$ cat src/rtl/dspl_scan_driver.sv
// dspl_scan_driver: time-multiplexed 8-digit common-anode 7-segment scan driver
// Ports: clock, reset (async active-low); d1..d8 digit words {en, hex[3:0], dp};
//        blink per-digit blink request (bit i-1 = d<i>, used only with DSPL_BLINK_EN);
//        an anodes active-low (an[7] = d1); dec_ddp segments active-low {a,b,c,d,e,f,g,dp}.
// Optional: define DSPL_BLINK_EN to flash digits whose blink bit is set.
module dspl_scan_driver #(
    parameter int DIGIT_CYCLES = 100000,
    parameter int BLANK_CYCLES = 1000,
    parameter int BLINK_FRAMES = 62
) (
    input  logic       clock,
    input  logic       reset,
    input  logic [5:0] d1,
    input  logic [5:0] d2,
    input  logic [5:0] d3,
    input  logic [5:0] d4,
    input  logic [5:0] d5,
    input  logic [5:0] d6,
    input  logic [5:0] d7,
    input  logic [5:0] d8,
    input  logic [7:0] blink,
    output logic [7:0] an,
    output logic [7:0] dec_ddp
);
    localparam int CMAX = DIGIT_CYCLES > BLANK_CYCLES ? DIGIT_CYCLES : BLANK_CYCLES;
    localparam int CW = $clog2(CMAX + 1);
    localparam logic [6:0] SEG [16] = '{
        7'b1111110, 7'b0110000, 7'b1101101, 7'b1111001,
        7'b0110011, 7'b1011011, 7'b1011111, 7'b1110000,
        7'b1111111, 7'b1111011, 7'b1110111, 7'b0011111,
        7'b1001110, 7'b0111101, 7'b1001111, 7'b1000111
    };
    typedef enum logic {BLANK, DRIVE} state_t;
    state_t state, state_nx;
    logic [CW-1:0] cnt, cnt_nx;
    logic [2:0] idx, idx_nx;
    logic [7:0] an_nx, ddp_nx;
    logic [47:0] words;
    logic [5:0] word;
    logic lit, frame_done;
    assign words = {d8, d7, d6, d5, d4, d3, d2, d1};
    assign word = words[idx*6 +: 6];
`ifdef DSPL_BLINK_EN
    localparam int FW = $clog2(BLINK_FRAMES + 1);
    logic [FW-1:0] fcnt;
    logic phase;
    logic fwrap;
    assign fwrap = fcnt == FW'(BLINK_FRAMES - 1);
    always_ff @(posedge clock or negedge reset) begin
        if (!reset) begin
            fcnt  <= '0;
            phase <= 1'b1;
        end else if (frame_done) begin
            fcnt  <= fwrap ? '0 : fcnt + 1'b1;
            phase <= fwrap ? ~phase : phase;
        end
    end
    // a blinking digit is treated as disabled during the off phase
    assign lit = word[5] & (phase | ~blink[idx]);
`else
    logic unused_blink;
    assign unused_blink = ^{blink, frame_done} ^ (BLINK_FRAMES != 0);
    assign lit = word[5];
`endif
    always_ff @(posedge clock or negedge reset) begin
        if (!reset) begin
            state   <= BLANK;
            cnt     <= '0;
            idx     <= '0;
            an      <= 8'hFF;
            dec_ddp <= 8'hFF;
        end else begin
            state   <= state_nx;
            cnt     <= cnt_nx;
            idx     <= idx_nx;
            an      <= an_nx;
            dec_ddp <= ddp_nx;
        end
    end
    // outputs only change on state edges, so a word is sampled once per slot
    always_comb begin
        state_nx   = state;
        cnt_nx     = cnt + 1'b1;
        idx_nx     = idx;
        an_nx      = an;
        ddp_nx     = dec_ddp;
        frame_done = 1'b0;
        if (state == BLANK && cnt == CW'(BLANK_CYCLES - 1)) begin
            state_nx = DRIVE;
            cnt_nx   = '0;
            an_nx    = lit ? ~(8'h80 >> idx) : 8'hFF;
            ddp_nx   = lit ? ~{SEG[word[4:1]], word[0]} : 8'hFF;
        end else if (state == DRIVE && cnt == CW'(DIGIT_CYCLES - 1)) begin
            state_nx   = BLANK;
            cnt_nx     = '0;
            idx_nx     = idx + 1'b1;
            an_nx      = 8'hFF;
            ddp_nx     = 8'hFF;
            frame_done = idx == 3'd7;
        end
    end
endmodule

$ cat config.mk
export PLATFORM = sky130hd
export DESIGN_NAME = dspl_scan_driver
export DESIGN_NICKNAME = d
export VERILOG_FILES = /design/src/rtl/dspl_scan_driver.sv
export SDC_FILE = /design/constraint.sdc
export NUM_CORES = 1
export LEC_CHECK = 0
export ABC_AREA = 1
export CAP_MARGIN = 5
export CORE_MARGIN = 4
export CORE_UTILIZATION = 45
export DETAILED_ROUTE_END_ITERATION = 7
export PLACE_DENSITY = 0.8
export SYNTH_ARGS = -nofsm -noshare
export SYNTH_HDL_FRONTEND = slang
export SYNTH_SLANG_ARGS = --single-unit
$ cat constraint.sdc
create_clock -name clock -period 2.2 [get_ports clock]
set_input_delay 0.44 -clock clock [delete_from_list [all_inputs] [get_ports clock]]
set_output_delay 0.44 -clock clock [all_outputs]
set_load 0.005 [all_outputs]
; Word-level counts from Yosys, hierarchy flattened
; Memories as Yosys holds them, arrays and structs flattened.
; Cells that the tools add are included.
[op_classes]
n_addsub = 2
mul = 1
div = 0
order_cmp = 1
eq_ne = 2
n_shift = 2
muxes = 11
n_bitwise = 5
reduce_logical = 4
[op_table]
columns = cell, n
row1 = $shiftx 48x7->6, 1
row2 = $mux 8, 5
row3 = $mux 17, 2
row4 = $add 17x1->17 const B, 1
row5 = $eq 17x10->1 const B, 1
row6 = $eq 17x17->1 const B, 1
row7 = $not 8->8, 2
row8 = $mux 7, 2
row9 = $shr 8x3->8 const A, 1
row10 = $ge 5x5->1 const B, 1
row11 = $mul 3x2->5 const B, 1
row12 = $not 4->5, 1
row13 = $add 3x1->3 const B, 1
row14 = $logic_and 1x1->1, 2
row15 = $mux 1, 2
row16 = $not 1->1, 2
row17 = $reduce_and 2->1, 1
row18 = $reduce_bool 2->1, 1
[word_totals]
reg_bits = 37
latch_bits = 0
ram_bits = 0
romBits = 112
input_bits = 58
out_inout_bits = 16
wordCells = 34
n_memories = 1
[mem_list]
columns = name, words, width, rd, rd_ports_with_merged_regs, wr, line_no
row1 = (no name shown), 16, 7, 1, 0, 0, 92  ; ddp_nx = lit ? ~{SEG[word[4:1]], word[0]} : 8'hFF;

; Longest topological paths before layout
; Gate-level depths: netlist (run 1).
[logic_depth]
depth_word = 9
mapped_depth = 15
ltp_nobuf = 13

; Least setup slack after synthesis (run 1)
; Ideal clock, no wire load.
[synth_timing]
path_type = register -> register
startpoint = reg idx[0]
endpoint = reg dec_ddp[4]
setup_ns = 0.058
arrival_time_ns = 1.727
required_time_ns = 2.142
slack_ns = 0.415
path_stages_with_launch = 16
n_path_buf = 2
synth_period_minus_slack_ns = 1.785
path_cell_list = dfrtp_1 buf_6 buf_6 nor2_1 nor2_1 o21ai_1 nand3_1 nand2_1 ha_1 inv_1 nand3_1 nand2_1 nand2_1 nand3_1 nand2_1 inv_1
[synth_via]
elab_chain_cells = 9
[synth_rtl]
columns = item, line_no
row1 = "start, declared", 36  ; logic [2:0] idx, idx_nx;
row2 = "start signal, assigned", 75  ; idx <= idx_nx;
row3 = $mul 3x2->5 (*), 42  ; assign word = words[idx*6 +: 6];
row4 = $shiftx 48x7->6 (*), 42
row5 = $not 4->5 (implied by the code), 92
row6 = $mem_v2 16x7, --
row7 = $mux 7 (implied by the code) (2 in a row), 92
row8 = $not 8->8, 92
row9 = $mux 8 (*), 92
row10 = $mux 8 (*), 88  ; if (state == BLANK && cnt == CW'(BLANK_CYCLES - 1)) begin
row11 = "end signal, assigned", 77  ; dec_ddp <= ddp_nx;
row12 = "end, declared", 23  ; output logic [7:0] dec_ddp
; Mark *: on every way between the ends. The rest lies on a longest branch, timed or not. The select of a mux whose other input is x is not followed.
; A chain may end at the register's enable or synchronous reset.

; Worst setup path after layout (run 1)
[layout_timing]
startpoint = reg idx[0]
endpoint = reg dec_ddp[5]
; The elaborated chain is that of the path after synthesis.

==> results.md, run 1 <==
* Port Buf Inserts at 65
* Clk slew on worst S/H paths at 80 ps
* Met2 routed WL at 3.52 mm
* Worst-margin pin slew at 810 ps
* Die outline width at 86.8 um
* Largest area contributor in the netlist: dfrtp_1
* Wire per inst at 13.3 um
* Final RePlAce weighted congestion at 0.896
* RSZ-0062 raised after global routing: false
* Final period utilization at 85.3%
* Detail Placement HPWL at 5.19 mm
* Req. time, crit path at 2440 ps
* Synth warn at 0
* Mapped Area at 2790 um2
* Drt drc at 0
* Clk buf depth at 2
* CTS tree: yes
* Worst IR Drop VDD at 0.356 mV
* Gr ovfl total at 0
* Top routing layer in use: met4
* Initial Util at 46.9%
* Clk_lat worst skew at 290 ps
* Clk sink count at 37
* Hold Path Class: input pin to asynchronous set/reset pin
* Area growth, synth to finish at 28.8%
* H-tree level count at 2
* Fin Clk Skew at 9.23 ps
* Total track usage at 18.6%
* Ys flop type: dfrtp_1
* Status: finished clean
* Crit end category: flip-flop
* Post-synth cell types at 42
* Row Count at 28
* Syn Area/Cell at 7.87 um2
* Critical path arrival at 2120 ps
* Top post-synthesis cells by area: dfrtp_1 (19%), dfstp_2 (15%), nand2_1 (8.1%)
* Final min period at 1880 ps
* DR pass1 iterations at 4
* WS Path Type: flip-flop to flip-flop
* Diodes inserted at 0
* CP Launch Type: flip-flop
* Clk root buf: clkbuf_8
* Ports at 74
* Syn Nets at 426
* Slew headroom at 46.0%
* Num CTS Buffers at 5
* Placed cell areas at 3460 um2
* Die Area at 7530 um2
* Routed vias at 2521
* Setup bufs post-CTS at 0
* Static Leak at 0.00172 uW
* CORE AREA at 5960 um2
* Number of global-route vias before repair at 2510
* Mapped Cells at 355
* Max-cap violations at 0
* Largest net degree at the start of global routing at 38
* Synth cell count leaders: nand2_1 (60), nor2_1 (49), inv_1 (32)
* First-pass GRT wire length at 11.2 mm
* Yosys top cell area share at 18.8%
* Drt via density at 5.05
* Post-synthesis sequential area ratio at 33.9%
* Max Slew Vio Count at 0
* CTS Hold Bufs at 0
* Max Clock Freq at 533 MHz
* Die Y-Extent at 86.8 um
* WL met1 at 2.76 mm
* Final net count at 494
* Final setup vio count at 0
* Worst Path Max Fanout at 27
* Met3 routed WL at 215 um
* Share of cells above drive strength 1 at 23.1%
* Final Hold Fails at 0
* Asr flop ratio synth at 100%
* Initial antenna violation count at 0
* DRT Wirelength at 6.66 mm
* Final Instance Area at 3600 um2
* Seq cells post-synth at 37
* ANT nets after route at 0
* Cell with the most instances after synthesis: nand2_1
* 1st-iter DRT viols at 161
* Post-cts sizing count at 0
* Power per cell area at 441 nW/um2
* Post-synth EDFFs at 0
* Setup Total Neg Slack at 0 ps
## area by class of cell
class / instances / area (um2)
sequential: 37 / 946
timing repair buffer: 71 / 691
fill: 536 / 2360
inverter: 50 / 203
clock inverter: 3 / 68.8
clock buffer: 5 / 68.8
multi-input combinational: 258 / 1530
tap: 75 / 93.8
## layer usage
layer | vias up | global-route usage [%]
met5 | - | 0
met4 | 0 | 6.09
met3 | 17 | 3.33
met2 | 43 | 33.0
met1 | 1187 | 22.7
li1 | 1274 | -
## cells by family after synthesis
group | synth area share, %
muxes | 0.358
DFF | 33.9
and+or+nand+nor | 35.4
AOI/OAI and AO/OA | 11.7
adders and majority gates | 5.82
buffers and inverters | 11.5
xor gates and xnor gates | 1.25
## flip-flops by register name, summed over array words and instances, names as in the netlist
signal / count
cnt: 17
an: 8
dec_ddp: 8
idx: 3
state: 1
## worst max-delay path, cell delays in order (launching register included)
cell and delay [ps]:
dfrtp_1 330, buf_4 200, inv_8 110, o21ai_1 190, nand2_1 70, nand2_1 60, nand2_1 90, ha_1 270
nand3b_1 200, o21ai_0 190, o21ai_1 80, inv_1 50
## where the power goes
| group | total (uW) | internal [uW] | switching, uW |
|---|---|---|---|
| Combinational | 182 | 105 | 76.7 |
| Sequential | 681 | 681 | 0 |
| Clock | 722 | 457 | 265 |
| Total | 1580 | 1240 | 342 |
## through the flow
stage	hold WS [ps]	util [%]	std cells	power (uW)	setup WS, ps
2_1_floorplan	144	-	355	763	415
3_3_place_gp	448	58.1	491	873	97.5
3_5_place_dp	471	58.1	491	877	60.4
4_1_cts	265	60.4	499	1600	306
5_1_grt	298	60.4	499	1640	45.8
6_report	231	60.4	499	1580	323
## layout by cell type (no fill, tap or decap), types with 9 or more instances in the layout
master           Yosys  final
clkdlybuf4s50_1      0     64
nand2_1             60     60
nor2_1              49     49
inv_1               32     32
nand3_1             27     27
dfrtp_1             21     21
dfstp_2             16     16
inv_2               15     15
nand2_2             15     15
ha_1                13     13
o21ai_1             11     11
o21ai_0             11     11
a21oi_1              9      9
## path summary, 6_finish.rpt
path | cells past startpoint | slack (ps) | startpoint | endpoint
max | 11 | 320 | idx[0] | dec_ddp[5]
min | 1 | 230 | reset | cnt[9]
max reg2reg | 11 | 320 | idx[0] | dec_ddp[5]
min reg2reg | 1 | 470 | cnt[0] | cnt[0]
max in group asynchronous | 1 | 1460 | reset | cnt[14]
min in group clock | 1 | 470 | cnt[0] | cnt[0]
Note: power is estimated with default switching activity, not from simulation.
==> run 2, diff against run 1 <==
Settings changed: PLACE_DENSITY 0.8 to 0.75.
==> run 2 against run 1 <==
Net effect: via count shrank 1.4%; cell count is 0.20% higher; register-to-register slack worse by 50 ps; fmax shrank 2.6%.
==> results.md, run 2 (synthesized netlist as in run 1, its figures left out) <==
* Biggest register: cnt
* Share of cells above drive strength 1 at 23.3%
* Most used cell, CP: nand2_1
* Drt via density at 4.97
* Static Leak at 0.00171 uW
* Slowest CP cell: dfrtp_1
* 1st-iter DRT viols at 96
* CP Launch Type: flip-flop
* Gr ovfl total at 0
* Req. time, crit path at 2430 ps
* Worst stage delay on the critical path at 330 ps
* Die Area at 7530 um2
* ANT nets after route at 0
* Final RePlAce weighted congestion at 0.843
* CTS tree: yes
* Initial antenna violation count at 0
* Die Y-Extent at 86.8 um
* Commonest non-fill, non-tap cell in the layout: clkdlybuf4s50_1
* Final net count at 495
* Largest regs: cnt (17), an (8), dec_ddp (8)
* Total track usage at 18.3%
* Logic pwr share at 12.5%
* Slew headroom at 45.3%
* Max Slew Vio Count at 0
* P_sw at 329 uW
* Delay-heaviest family, CP: simple AND/OR/NAND/NOR gates
* Worst Path Max Fanout at 27
* CTS Hold Bufs at 0
* Worst-margin pin slew at 820 ps
* Port Buf Inserts at 65
* Drt drc at 0
* CORE AREA at 5960 um2
* Area growth, synth to finish at 28.2%
* Hold Path Class: input pin to asynchronous set/reset pin
* Fin Clk Skew at 2.91 ps
* R2r worst-path depth at 12
* Final Instance Area at 3580 um2
* Clk root buf: clkbuf_8
* Largest register FFs at 17
* Critical path arrival at 2160 ps
* Final Hold Fails at 0
* Clk sink count at 37
* Critical-path cell list: buf_4 > inv_8 > o21ai_1 > nand2_1 > nand2_1 > nand2_1 > ha_1 > nand3b_1 > nand3_1 > nand3_1 > nand2_1 > inv_1
* Max Clock Freq at 519 MHz
* Setup Total Neg Slack at 0 ps
* Crit end category: flip-flop
* Routed vias at 2486
* Worst IR Drop VDD at 0.413 mV
* Buf/Inv on CP at 3
* DRT Wirelength at 6.41 mm
* Clock share of power at 40.7%
* Die outline width at 86.8 um
* Number of global-route vias before repair at 2389
* Post-cts sizing count at 0
* Initial Util at 46.9%
* First-pass GRT wire length at 10.9 mm
* WS Path Type: flip-flop to flip-flop
* Cell Int Power at 1130 uW
* Largest net degree at the start of global routing at 38
* Most frequent cells in the layout: clkdlybuf4s50_1 (64), nand2_1 (60), nor2_1 (49)
* H-tree level count at 2
* Max-cap violations at 0
* Flop pwr share at 46.8%
* Final cell count without fillers at 500
* Placed cell areas at 3470 um2
* Detail Placement HPWL at 4.98 mm
* Clk_lat worst skew at 290 ps
* Clk buf depth at 2
* Net Sw Frac at 22.6%
* Row Count at 28
* Final min period at 1930 ps
* Power per cell area at 406 nW/um2
* Final period utilization at 87.6%
* Crit. path cell count at 12
* Final setup vio count at 0
* Wire per inst at 12.8 um
* Cells after DPL at 492
* DR pass1 iterations at 4
* RSZ-0062 raised after global routing: false
* Status: finished clean
* Clk slew on worst S/H paths at 80 ps
* Diodes inserted at 0
* Setup bufs post-CTS at 0
* Ports at 74
* Num CTS Buffers at 5
run 2: cell types whose count changed in the layout (fill, tap and decap cells not counted):
cell and change:
clkinvlp_4 +1, clkinv_4 +1, buf_4 +1, inv_6 -1, bufinv_16 -1
run 2: area by class of cell:
cell class	instances	area [um2]
clock inverters	3	46.3
repair buffers	72	698
multi-input cells	258	1530
clock buffers	5	68.8
well taps	75	93.8
fillers	581	2370
flip-flops and latches	37	946
inverters	50	203
run 2: path summary, 6_finish.rpt:
check	end	slack, ps	from
worst min-delay path	cnt[10]	240	reset
worst max register to register	dec_ddp[7]	270	idx[0]
max in group asynchronous	idx[0]	1450	reset
min in group clock	cnt[0]	470	cnt[0]
worst max-delay path	dec_ddp[7]	270	idx[0]
worst min register to register	cnt[0]	470	cnt[0]
run 2: metal layers:
layer  vias to the layer above  part of all wire (%)  GRT usage, %
met1                      1154                    44          23.6
met4                         0                   1.5          4.96
met3                         8                   4.1          3.14
met5                         -                     0             0
met2                        49                    50          31.6
li1                       1275                     -             -
run 2: power by group through the flow:
| stage | Combinational [uW] | Sequential [uW] | Clock, uW |
|---|---|---|---|
| finish | 181 | 681 | 592 |
| global route | 202 | 681 | 640 |
| CTS | 183 | 681 | 606 |
| detailed placement | 182 | 693 | 0 |
| global placement | 180 | 693 | 0 |
| floorplan | 69.7 | 693 | 0 |
run 2: worst reg2reg max path: stages, from the launching register on:
cell      delay [ps]
dfrtp_1          330
buf_4            240
inv_8            120
o21ai_1          220
nand2_1           80
nand2_1           50
nand2_1           90
ha_1             260
nand3b_1         190
nand3_1          100
nand3_1           90
nand2_1           70
inv_1             40
run 2: per-stage QoR:
step | hold slack, ps | total power [uW] | setup WS, ps | util [%]
finish | 240 | 1450 | 273 | 60.1
global route | 285 | 1520 | 57.8 | 60.1
CTS | 259 | 1470 | 272 | 60.1
detailed placement | 463 | 876 | 88.8 | 58.2
global placement | 440 | 873 | 96.0 | 58.2
floorplan | 144 | 763 | 415 | -
==> variant 1, RTL diff (flow settings as in run 2) <==
The parameter `BLANK_CYCLES` goes from 1000 to 2000.
--- a/src/rtl/dspl_scan_driver.sv
+++ b/src/rtl/dspl_scan_driver.sv
@@ -7,3 +7,3 @@
     parameter int DIGIT_CYCLES = 100000,
-    parameter int BLANK_CYCLES = 1000,
+    parameter int BLANK_CYCLES = 2000,
     parameter int BLINK_FRAMES = 62
Check against the original RTL: same outputs for any inputs over 10 cycles, from zero or initial values and one cycle with reset low; that may be too few to reach the edited logic, so the function may still have changed.
==> variant 1 against run 2 <==
Count of clock-buffer cells in the layout grew 3. Setup slack worse by 0.056 ns. Fmax decreased by 2.8%. Sequential cell count unchanged. Total power is 7.7% lower. Wire length is 4.7% higher. Final cell count rose by 5.2%. Area after synthesis shrank 2.9%. Sequential share of layout area increased by 0.49 points. Final area fell by 1.7%. Sequential power is essentially flat. Critical path type unchanged. Largest cell class unchanged.
==> variant 1: results (changes against run 2) <==
outcome: "completed"
placed_cell_area_mm2: 0.00343  # -1.0%
power.share.clock_pct: 36.4  # -4.3 points
place.gp.congestion: 0.857  # +1.7%
finalPower_mw: 1.34  # -7.7%
worstSetupEndpoint: "dec_ddp[5]$_DFFE_PN1P_"
grt_pass1_vias: 2588  # +8.3%
hpwlAfterDp_mm: 5.08  # +1.9%
max_slew_margin_pct: 69.2  # +24 points
netSwitchingPower_mw: 0.302  # -8.2%
timing_limited_maximum_frequency_ghz: 0.504  # -2.8%
worstPathMaxFanout: 15  # -44%
layout-drive-gt1-share_pct: 12.6  # -11 points
synthTopCellsByArea: "sky130_fd_sc_hd__dfrtp_1 19%, sky130_fd_sc_hd__dfstp_2 15%, sky130_fd_sc_hd__nand2_1 11%"
worst-r2r-setup-slack_ns: 0.22  # -0.06 ns
grtUsageMet2_pct: 34.3  # +2.8 points
netlist_top_cells_count: "82 x sky130_fd_sc_hd__nand2_1, 63 x sky130_fd_sc_hd__nor2_1, 48 x sky130_fd_sc_hd__inv_1"
globalRouteTotalUtil_pct: 19.1  # +0.80 points
area_fraction_in_compound_gates_after_synthesis_pct: 8.90  # -2.8 points
met3_layer_wire_length_in_the_routed_design_um: 390  # +48%
synth.net_count: 452  # +6.1%
post_synth_fa_ha_maj_area_fraction_pct: 6.00  # +0.17 points
multiplexer_share_of_the_synthesized_area_pct: 0  # -0.36 points
detailedRoute.firstPassIterationCount: 5  # +1
gr-usage-met1_pct: 24.4  # +0.80 points
detail_route.wirelength.met1_mm: 2.95  # +3.7%
static_leakage_power_nw: 1.72  # +0.38%
met2WireLength_mm: 3.31  # +3.3%
post_layout_nonfiller_instances: 526  # +5.2%
fillCellCount: 530  # -8.8%
grt_first_pass_wirelength_mm: 11.6  # +6.4%
preCtsSetupSlack_ns: 0.0298  # -0.0590 ns
synth.lib_cells_used.distinct: 37  # -12%
## variant 1: cell count changes after synthesis, moves of 4 or more
cell / before / now
sky130_fd_sc_hd__inv_2: 15 / 3
sky130_fd_sc_hd__o22a_1: 4 / 0
sky130_fd_sc_hd__nand2_1: 60 / 82
sky130_fd_sc_hd__a21oi_1: 9 / 17
sky130_fd_sc_hd__nand3_1: 27 / 32
sky130_fd_sc_hd__o21ai_2: 4 / 0
sky130_fd_sc_hd__o21ai_1: 11 / 3
sky130_fd_sc_hd__inv_1: 32 / 48
sky130_fd_sc_hd__buf_2: 0 / 4
sky130_fd_sc_hd__o21ai_0: 11 / 20
sky130_fd_sc_hd__nand2_2: 15 / 5
sky130_fd_sc_hd__nor2_1: 49 / 63
sky130_fd_sc_hd__nand3_2: 8 / 2
sky130_fd_sc_hd__a21oi_2: 5 / 1
## variant 1: cell type report
class / instances / area [um2] / area share (%)
repair buffers: 73 / 711 / 20.2
clock buffers: 8 / 90.1 / 2.56
flip-flops and latches: 37 / 947 / 26.9
well taps: 75 / 93.8 / 2.67
multi-input cells: 280 / 1480 / 41.9
inverters: 53 / 204 / 5.79
## variant 1: worst max-delay path, stage by stage (launching register included)
cell	delay [ns]
sky130_fd_sc_hd__dfrtp_2	0.44
sky130_fd_sc_hd__buf_4	0.19
sky130_fd_sc_hd__nor2_1	0.11
sky130_fd_sc_hd__nor2_1	0.04
sky130_fd_sc_hd__o21ai_0	0.12
sky130_fd_sc_hd__nand2_1	0.09
sky130_fd_sc_hd__nand2_1	0.07
sky130_fd_sc_hd__nand2_1	0.11
sky130_fd_sc_hd__ha_1	0.27
sky130_fd_sc_hd__nand3b_1	0.19
sky130_fd_sc_hd__o21ai_0	0.17
sky130_fd_sc_hd__o21bai_1	0.08
sky130_fd_sc_hd__inv_1	0.05
==> variant 2, RTL diff (flow settings as in run 2) <==
Without the edit above. Register the output `an` once more, with the module's reset; this adds one clock of latency there. The other outputs are not delayed to match.
--- a/src/rtl/dspl_scan_driver.sv
+++ b/src/rtl/dspl_scan_driver.sv
@@ -33,2 +33,4 @@
     typedef enum logic {BLANK, DRIVE} state_t;
+
+    logic [7:0] an_s0;
     state_t state, state_nx;
@@ -69,3 +71,3 @@
             idx     <= '0;
-            an      <= 8'hFF;
+            an_s0   <= 8'hFF;
             dec_ddp <= 8'hFF;
@@ -75,3 +77,3 @@
             idx     <= idx_nx;
-            an      <= an_nx;
+            an_s0   <= an_nx;
             dec_ddp <= ddp_nx;
@@ -84,3 +86,3 @@
         idx_nx     = idx;
-        an_nx      = an;
+        an_nx      = an_s0;
         ddp_nx     = dec_ddp;
@@ -101,2 +103,10 @@
     end
+    always_ff @(posedge clock or negedge reset) begin
+        if (!reset) begin
+            an <= '0;
+        end else begin
+            an <= an_s0;
+        end
+    end
+
 endmodule
Formal check against the unedited RTL: not equivalent (Yosys sat finds a counterexample within 4 cycles, from zero or initial values and one cycle with reset low).
==> variant 2 against run 2 <==
Final cell count grew 10%. Area after synthesis grew 5.5%. Sequential cell count grew 8. Wire length grew 11%. Total power grew 6.0%. Sequential share of layout area grew 4.3 points. Fmax shrank 3.1%. Final area grew 4.3%. Sequential power grew 22%. Setup slack lost 0.062 ns. Largest power group unchanged.
==> variant 2: results (changes against run 2) <==
outcome: "completed"
post_synth_fa_ha_maj_area_fraction_pct: 5.52  # -0.30 points
grt_pass1_vias: 2658  # +11%
root_buffer: "sky130_fd_sc_hd__clkbuf_8"
dominantRegCellSynth: "sky130_fd_sc_hd__dfrtp_1"
place.port_buffers: 65  # unchanged
netlist_top_cells_count: "96 x sky130_fd_sc_hd__nand2_1, 70 x sky130_fd_sc_hd__nor2_1, 49 x sky130_fd_sc_hd__inv_1"
netSwitchingPower_mw: 0.381  # +16%
post_synth_xor_area_fraction_pct: 2.38  # +1.1 points
timing.clock.skew_ns: 0.00402  # +0.00111 ns
synth.net_count: 479  # +12%
grt_max_degree: 46  # +21%
met3_usage_pct: 4.42  # +1.3 points
gr-usage-met1_pct: 23.1  # -0.47 points
layout-drive-gt1-share_pct: 10.3  # -13 points
max-cap-violations: 0  # unchanged
arrival_ns: 2.24  # +0.08 ns
timing.critical_path.slowest_cell_delay_ns: 0.45  # +0.12 ns
area_fraction_in_compound_gates_after_synthesis_pct: 7.77  # -4.0 points
place.gp.congestion: 0.944  # +12%
worst-r2r-setup-slack_ns: 0.21  # -0.06 ns
clk_pin_slew_worst_paths_ns: 0.09
post-cts-setup-buffer-count: 0  # unchanged
global_route.overflow_total: 0  # unchanged
postCtsResizedCells: 0  # unchanged
synth.lib_cells_used.distinct: 32  # -24%
multiplexer_share_of_the_synthesized_area_pct: 0  # -0.36 points
worstPathMaxFanout: 27  # unchanged
synthesis.yosys.warnings: 0  # unchanged
cts-buffers-inserted: 5  # unchanged
clock_insertion_delay_worst_skew_ns: 0.30
synth_sequential_area_ratio_pct: 38.9  # +5.0 points
clock_tree.htree_level_count: 2  # unchanged
post_synth.cell_area_avg_um2: 7.22  # -8.2%
detailedRoute.firstPassIterationCount: 6  # +2
vdd_drop_max_uv: 338  # -18%
hpwlAfterDp_mm: 5.58  # +12%
antenna-diode-count: 0  # unchanged
placed_cell_area_mm2: 0.00364  # +5.1%
vias: 2774  # +12%
drt_iter0_drc: 105  # +9.4%
layout.nets: 545  # +10%
dpl.cell_count: 544  # +11%
finalCriticalPeriod_ns: 1.99  # +0.0620 ns
preCtsSetupSlack_ns: 0.0752  # -0.0136 ns
transition_time_of_the_tightest_slew_check_pin_ns: 0.552  # -0.268 ns
drt_wl_total_mm: 7.09  # +11%
drt-vias-per-instance: 5.03  # +1.1%
crit_family: "simple AND/OR/NAND/NOR gates"
globalRouteTotalUtil_pct: 19.1  # +0.75 points
synthTopCellsByArea: "sky130_fd_sc_hd__dfrtp_1 25%, sky130_fd_sc_hd__dfstp_2 14%, sky130_fd_sc_hd__nand2_1 12%"
antenna_violations_before_repair: 0  # unchanged
static_leakage_power_nw: 1.81  # +5.8%
clock_path_buffers: 2  # unchanged
finalHoldWorstSlack_ns: 0.195  # -0.0454 ns
grt_first_pass_wirelength_mm: 11.8  # +8.0%
grtUsageMet2_pct: 32.1  # +0.48 points
slowest_stage: "sky130_fd_sc_hd__dfrtp_1"
==> variant 2: changes by cell type after synthesis, sizes merged, moves of 3 or more <==
cell	before	now
nand2	80	101
nor2	53	70
dfrtp	21	29
nor4	1	6
o21ai	27	23
o22a	4	0
xor2	4	8
inv	49	52
nor3b	0	3
==> variant 2: routing by layer <==
layer  part of all wire (%)  vias up
li1                       -     1424
met3                    6.7       14
met5                      0        -
met2                     46       95
met4                    2.4        0
met1                     45     1241
==> variant 2: power groups by stage <==
| stage | logic (mW) | registers [mW] | clock network, mW |
|---|---|---|---|
| 2_1_floorplan | 0.0602 | 0.843 | 0 |
| 5_1_grt | 0.199 | 0.828 | 0.593 |
| 4_1_cts | 0.179 | 0.828 | 0.555 |
| 3_3_place_gp | 0.176 | 0.843 | 0 |
| 6_report | 0.178 | 0.828 | 0.536 |
| 3_5_place_dp | 0.178 | 0.843 | 0 |
==> variant 2: final cells by class <==
type | count | area, um2
repair buffers | 72 | 711
multi-input cells | 297 | 1490
fillers | 610 | 2610
clock buffers | 5 | 68.8
inverters | 53 | 204
well taps | 77 | 96.3
clock inverters | 3 | 25.0
flip-flops and latches | 45 | 1150
==> variant 2: path summary, 6_finish.rpt <==
| kind | startpoint | to | cells after the start |
|---|---|---|---|
| max reg2reg | idx[0]$_DFFE_PN0P_ | dec_ddp[7]$_DFFE_PN1P_ | 13 |
| max | idx[0]$_DFFE_PN0P_ | dec_ddp[7]$_DFFE_PN1P_ | 13 |
| min in group clock | an_s0[1]$_DFFE_PN1P_ | an[1]$_DFF_PN0_ | 0 |
| min reg2reg | an_s0[1]$_DFFE_PN1P_ | an[1]$_DFF_PN0_ | 0 |
| max in group asynchronous | reset | an_s0[1]$_DFFE_PN1P_ | 2 |
| min | reset | cnt[8]$_DFF_PN0_ | 2 |
